File: src/rtl/seg_scan_driver.sv
// seg_scan_driver: time-multiplexed N-digit seven-segment driver with hex decode,
// per-digit blanking/decimal point and frame-boundary (tear-free) value update.
`default_nettype none

module seg_scan_driver #(
    parameter int DIGITS     = 4,
    parameter int CLK_DIV    = 50000,
    parameter int ACTIVE_LOW = 1
) (
    input  logic                  clk,
    input  logic                  rst,
    input  logic [4*DIGITS-1:0]   value,
    input  logic [DIGITS-1:0]     blank_mask,
    input  logic [DIGITS-1:0]     dp_in,
    input  logic                  load,
    output logic [6:0]            seg,
    output logic                  dp,
    output logic [DIGITS-1:0]     an,
    output logic                  frame_done
);

    localparam int PW = (CLK_DIV > 1) ? $clog2(CLK_DIV) : 1;
    localparam int IW = (DIGITS > 1) ? $clog2(DIGITS) : 1;
    localparam logic [PW-1:0] PRESC_MAX = PW'(CLK_DIV - 1);
    localparam logic [IW-1:0] IDX_MAX   = IW'(DIGITS - 1);
    localparam logic          INV       = (ACTIVE_LOW != 0);

    logic [PW-1:0]         presc;
    logic [IW-1:0]         idx;
    logic                  tick;
    logic                  boundary;

    logic [4*DIGITS-1:0]   pend_value;
    logic [DIGITS-1:0]     pend_blank;
    logic [DIGITS-1:0]     pend_dp;
    logic [4*DIGITS-1:0]   act_value;
    logic [DIGITS-1:0]     act_blank;
    logic [DIGITS-1:0]     act_dp;

    logic [3:0]            sel_nib;
    logic                  sel_blank;
    logic                  sel_dp;
    logic [6:0]            seg_next;
    logic                  dp_next;
    logic [DIGITS-1:0]     an_next;

    function automatic logic [6:0] hex7(input logic [3:0] n);
        case (n)
            4'h0: hex7 = 7'h3F;
            4'h1: hex7 = 7'h06;
            4'h2: hex7 = 7'h5B;
            4'h3: hex7 = 7'h4F;
            4'h4: hex7 = 7'h66;
            4'h5: hex7 = 7'h6D;
            4'h6: hex7 = 7'h7D;
            4'h7: hex7 = 7'h07;
            4'h8: hex7 = 7'h7F;
            4'h9: hex7 = 7'h6F;
            4'hA: hex7 = 7'h77;
            4'hB: hex7 = 7'h7C;
            4'hC: hex7 = 7'h39;
            4'hD: hex7 = 7'h5E;
            4'hE: hex7 = 7'h79;
            default: hex7 = 7'h71;
        endcase
    endfunction

    assign tick     = (presc == PRESC_MAX);
    assign boundary = tick && (idx == IDX_MAX);

    always_ff @(posedge clk) begin
        if (rst) begin
            presc <= '0;
            idx   <= '0;
        end else begin
            presc <= tick ? '0 : presc + 1'b1;
            if (tick) begin
                idx <= (idx == IDX_MAX) ? '0 : idx + 1'b1;
            end
        end
    end

    // A load landing on the boundary tick bypasses pending so it shows in the very next frame.
    always_ff @(posedge clk) begin
        if (rst) begin
            pend_value <= '0;
            pend_blank <= '0;
            pend_dp    <= '0;
            act_value  <= '0;
            act_blank  <= '1;
            act_dp     <= '0;
        end else begin
            if (load) begin
                pend_value <= value;
                pend_blank <= blank_mask;
                pend_dp    <= dp_in;
            end
            if (boundary) begin
                act_value <= load ? value      : pend_value;
                act_blank <= load ? blank_mask : pend_blank;
                act_dp    <= load ? dp_in      : pend_dp;
            end
        end
    end

    always_comb begin
        sel_nib   = '0;
        sel_blank = 1'b1;
        sel_dp    = 1'b0;
        an_next   = '0;
        for (int k = 0; k < DIGITS; k++) begin
            if (idx == IW'(k)) begin
                sel_nib   = act_value[4*k +: 4];
                sel_blank = act_blank[k];
                sel_dp    = act_dp[k];
                an_next[k] = 1'b1;
            end
        end
        seg_next = sel_blank ? 7'h00 : hex7(sel_nib);
        dp_next  = !sel_blank && sel_dp;
    end

    always_ff @(posedge clk) begin
        if (rst) begin
            seg        <= {7{INV}};
            dp         <= INV;
            an         <= {DIGITS{INV}};
            frame_done <= 1'b0;
        end else begin
            seg        <= seg_next ^ {7{INV}};
            dp         <= dp_next ^ INV;
            an         <= an_next ^ {DIGITS{INV}};
            frame_done <= boundary;
        end
    end

endmodule

`default_nettype wire
File: config.mk
export PLATFORM = sky130hd
export DESIGN_NAME = seg_scan_driver
export DESIGN_NICKNAME = d
export VERILOG_FILES = /design/src/rtl/seg_scan_driver.sv
export SDC_FILE = /design/constraint.sdc
export NUM_CORES = 1
export LEC_CHECK = 0
export CELL_PAD_IN_SITES_DETAIL_PLACEMENT = 0
export CELL_PAD_IN_SITES_GLOBAL_PLACEMENT = 1
export CORE_ASPECT_RATIO = 1.1
export CORE_MARGIN = 3
export CORE_UTILIZATION = 46
export CTS_CLUSTER_SIZE = 24
export DETAILED_ROUTE_END_ITERATION = 10
export PLACE_DENSITY = 0.93
export SLEW_MARGIN = 25
export SYNTH_ARGS = -nofsm -noshare
export SYNTH_HDL_FRONTEND = slang
export SYNTH_SLANG_ARGS = --single-unit
File: constraint.sdc
create_clock -name clk -period 6.6 [get_ports clk]
set_input_delay 0.66 -clock clk [delete_from_list [all_inputs] [get_ports clk]]
set_output_delay 0.66 -clock clk [all_outputs]
set_load 0.1 [all_outputs]
==> flow_metrics.tcl <==
set metrics [dict create \
    status "finished clean" \
    grt_max_degree 58 \
    wl_met3_um 235 \
    drv_slew 0 \
    drtAntennaViolNets 0 \
    hold-path-cell-count 1 \
    grt_usage 0.150 \
    fin_util 0.576 \
    layout_commonest_cell "dfxtp_1" \
    dpl_cell_area_sq_um 3690 \
    rr_worst_depth 9 \
    hp-class "register to register" \
    dp_hpwl_um 4050 \
    avgRoutedWirePerCell_um 12.4 \
    final_area_sq_um 3890 \
    antenna_cells 0 \
    drt-total-wl_um 5700 \
    ir_drop_v 0.000146 \
    yosysWarnings 0 \
    endpoint_kind "register" \
    cts_hold_buffers 0 \
    cts_resized 0 \
    io_pins 40 \
    ys_ff_latch 79 \
    synth-seq-area-share 0.483 \
    synthCells 339 \
    layout-drive-gt1-share 0.0824 \
    r2r_end "seg[5]" \
    io_buffer_count 39 \
    area_delta_synth_final_pct 18.7 \
    rows 31 \
    multi_input_area_sq_um 1560 \
    final_cell_mix "79 x dfxtp_1, 74 x nor2_1, 38 x clkdlybuf4s50_1" \
    skew_ns 0.0118 \
    cp-start-kind "register" \
    grt_pass1_wl_um 9740 \
    topRoutingLayerUsed "met4" \
    hold_end "presc[0]" \
    dieWidth_um 86.4 \
    cts_buffers 9 \
    leakage_nw 1.47 \
    path_class "register to register" \
    finalSetupViolCount 0 \
    core_sq_um 6750 \
    initial_core_util 0.485 \
    cp.required_ns 6.80 \
    syn_area_sq_um 3270 \
    period_needed_ns 2.69 \
    seq_area_sq_um 1580 \
    grt_pass1_vias 2160 \
    post_synth.cell_area_avg_sq_um 9.66 \
    drtIter0Drc 72 \
    yosys-top-cells-area "dfxtp_1 48%, mux2i_1 8.6%, nor2_1 8.5%" \
    tightestPinTransition_ns 0.973 \
    tns_ns 0 \
    min_from "presc[0]" \
    cts_tree "yes" \
    die_area_sq_um 8160 \
    h-tree-depth 3 \
    yosysTopAreaCellShare 0.483 \
    reg2reg_slack_ns 3.91 \
    wl_met2_um 2590 \
    fmax_mhz 372 \
    clkTransAtPathRegs_ns 0.08 \
    relSlewSlack 0.349 \
    first_pass_iters 4 \
    drv_cap 0 \
    fillers 604 \
    final_hold_viol_count 0 \
    synthFlopType "dfxtp_1" \
    synth-edff-count 0 \
    clk_latency_ns 0.35 \
    antenna_found_initial 0 \
    wl_met1_um 2770 \
    vias 2312 \
    clockBufferDepth 2 \
    synth_cell_types 41 \
    viasPerCell 5.05 \
    rr_startpoint "idx[0]" \
    fin_total_pwr_mw 0.891 \
    cp.arrival_ns 2.89 \
    cts_root_buf "clkbuf_8" \
    clock_sinks 79 \
    die_h_um 94.5 \
    fin_crit_sh 0.408 \
    finish.net_count 409 \
    power.density_nw_per_um2 229 \
    drc 0 \
    gr-total-overflow 0 \
    cts_setup_buffers 0 \
    rsz0062_at_grt "no" \
    synth_top_area_cell "dfxtp_1" \
    syn_nets 377 \
    gp_congestion 0.766 \
    path_max_fanout 15 \
    async_flop_share 0 \
]
cells by family after synthesis:
family | after synthesis | share of synthesized area
and+or+nand+nor | 129 | 0.195
DFF | 79 | 0.483
AOI/OAI and AO/OA | 46 | 0.109
buffers and inverters | 30 | 0.0417
muxes | 30 | 0.0925
xor gates and xnor gates | 14 | 0.0375
adders and majority gates | 11 | 0.0420
area by class of cell:
| cell class | instances | share of cell area |
|---|---|---|
| inverter | 9 | 0.00869 |
| clock inverter | 5 | 0.0148 |
| clock buffer | 11 | 0.0364 |
| timing repair buffer | 42 | 0.105 |
| sequential | 79 | 0.407 |
| multi-input combinational | 230 | 0.402 |
| tap | 82 | 0.0264 |
metrics by stage:
| stage | hold slack (ns) | instances | worst slack (ns) |
|---|---|---|---|
| 3_3_place_gp | 0.446 | 442 | 4.07 |
| 2_1_floorplan | 0.430 | 339 | 4.35 |
| 6_report | 0.468 | 458 | 3.91 |
| 4_1_cts | 0.478 | 458 | 3.96 |
| 5_1_grt | 0.503 | 458 | 3.78 |
| 3_5_place_dp | 0.458 | 442 | 4.00 |
how the worst max path moves through the flow:
stage / slack [ns] / cells after the start / to / from
5_1_grt: 3.78 / 9 / seg[5] / idx[0]
6_report: 3.91 / 9 / seg[5] / idx[0]
3_5_place_dp: 4.00 / 9 / seg[5] / idx[0]
4_1_cts: 3.96 / 9 / seg[5] / idx[0]
2_1_floorplan: 4.35 / 11 / seg[5] / idx[0]
3_3_place_gp: 4.07 / 7 / seg[3] / idx[1]
state kept, by name, summed over array words and instances, names as in the netlist, 7 cells and up:
register,flops
seg,7
pend_value,16
act_value,16
presc,16
Yosys cell counts, types with 4 or more instances:
| cell | number |
|---|---|
| a211o_1 | 5 |
| a211oi_1 | 21 |
| a21oi_1 | 5 |
| buf_2 | 10 |
| clkbuf_1 | 8 |
| dfxtp_1 | 79 |
| ha_1 | 11 |
| inv_1 | 9 |
| mux2i_1 | 28 |
| nand2_1 | 15 |
| nand2b_1 | 7 |
| nand3_1 | 5 |
| nand3b_1 | 5 |
| nor2_1 | 74 |
| nor3b_1 | 4 |
| xnor2_1 | 7 |
| xor2_1 | 7 |
where the power goes:
| group | internal (mW) | total, mW | switching (mW) | leakage [nW] |
|---|---|---|---|---|
| clock network | 0.185 | 0.352 | 0.167 | 0.103 |
| registers | 0.487 | 0.490 | 0.00349 | 0.643 |
| logic | 0.0249 | 0.0486 | 0.0237 | 0.725 |
routing by layer:
layer  vias up  track usage
met1      1041        0.189
met5         -            0
li1       1223            -
met2        38        0.238
met4         0       0.0610
met3        10       0.0471
critical path, cell delays in order, from the launching register on:
cell and delay, ns:
dfxtp_1 0.40, ha_1 0.51, or3b_2 0.21, o21ai_0 0.07
a31oi_1 0.48, inv_1 0.18, ha_1 0.28, mux2_2 0.28
nand2_1 0.06, o211ai_1 0.08
No activity file was read; power rests on OpenSTA's default activity.
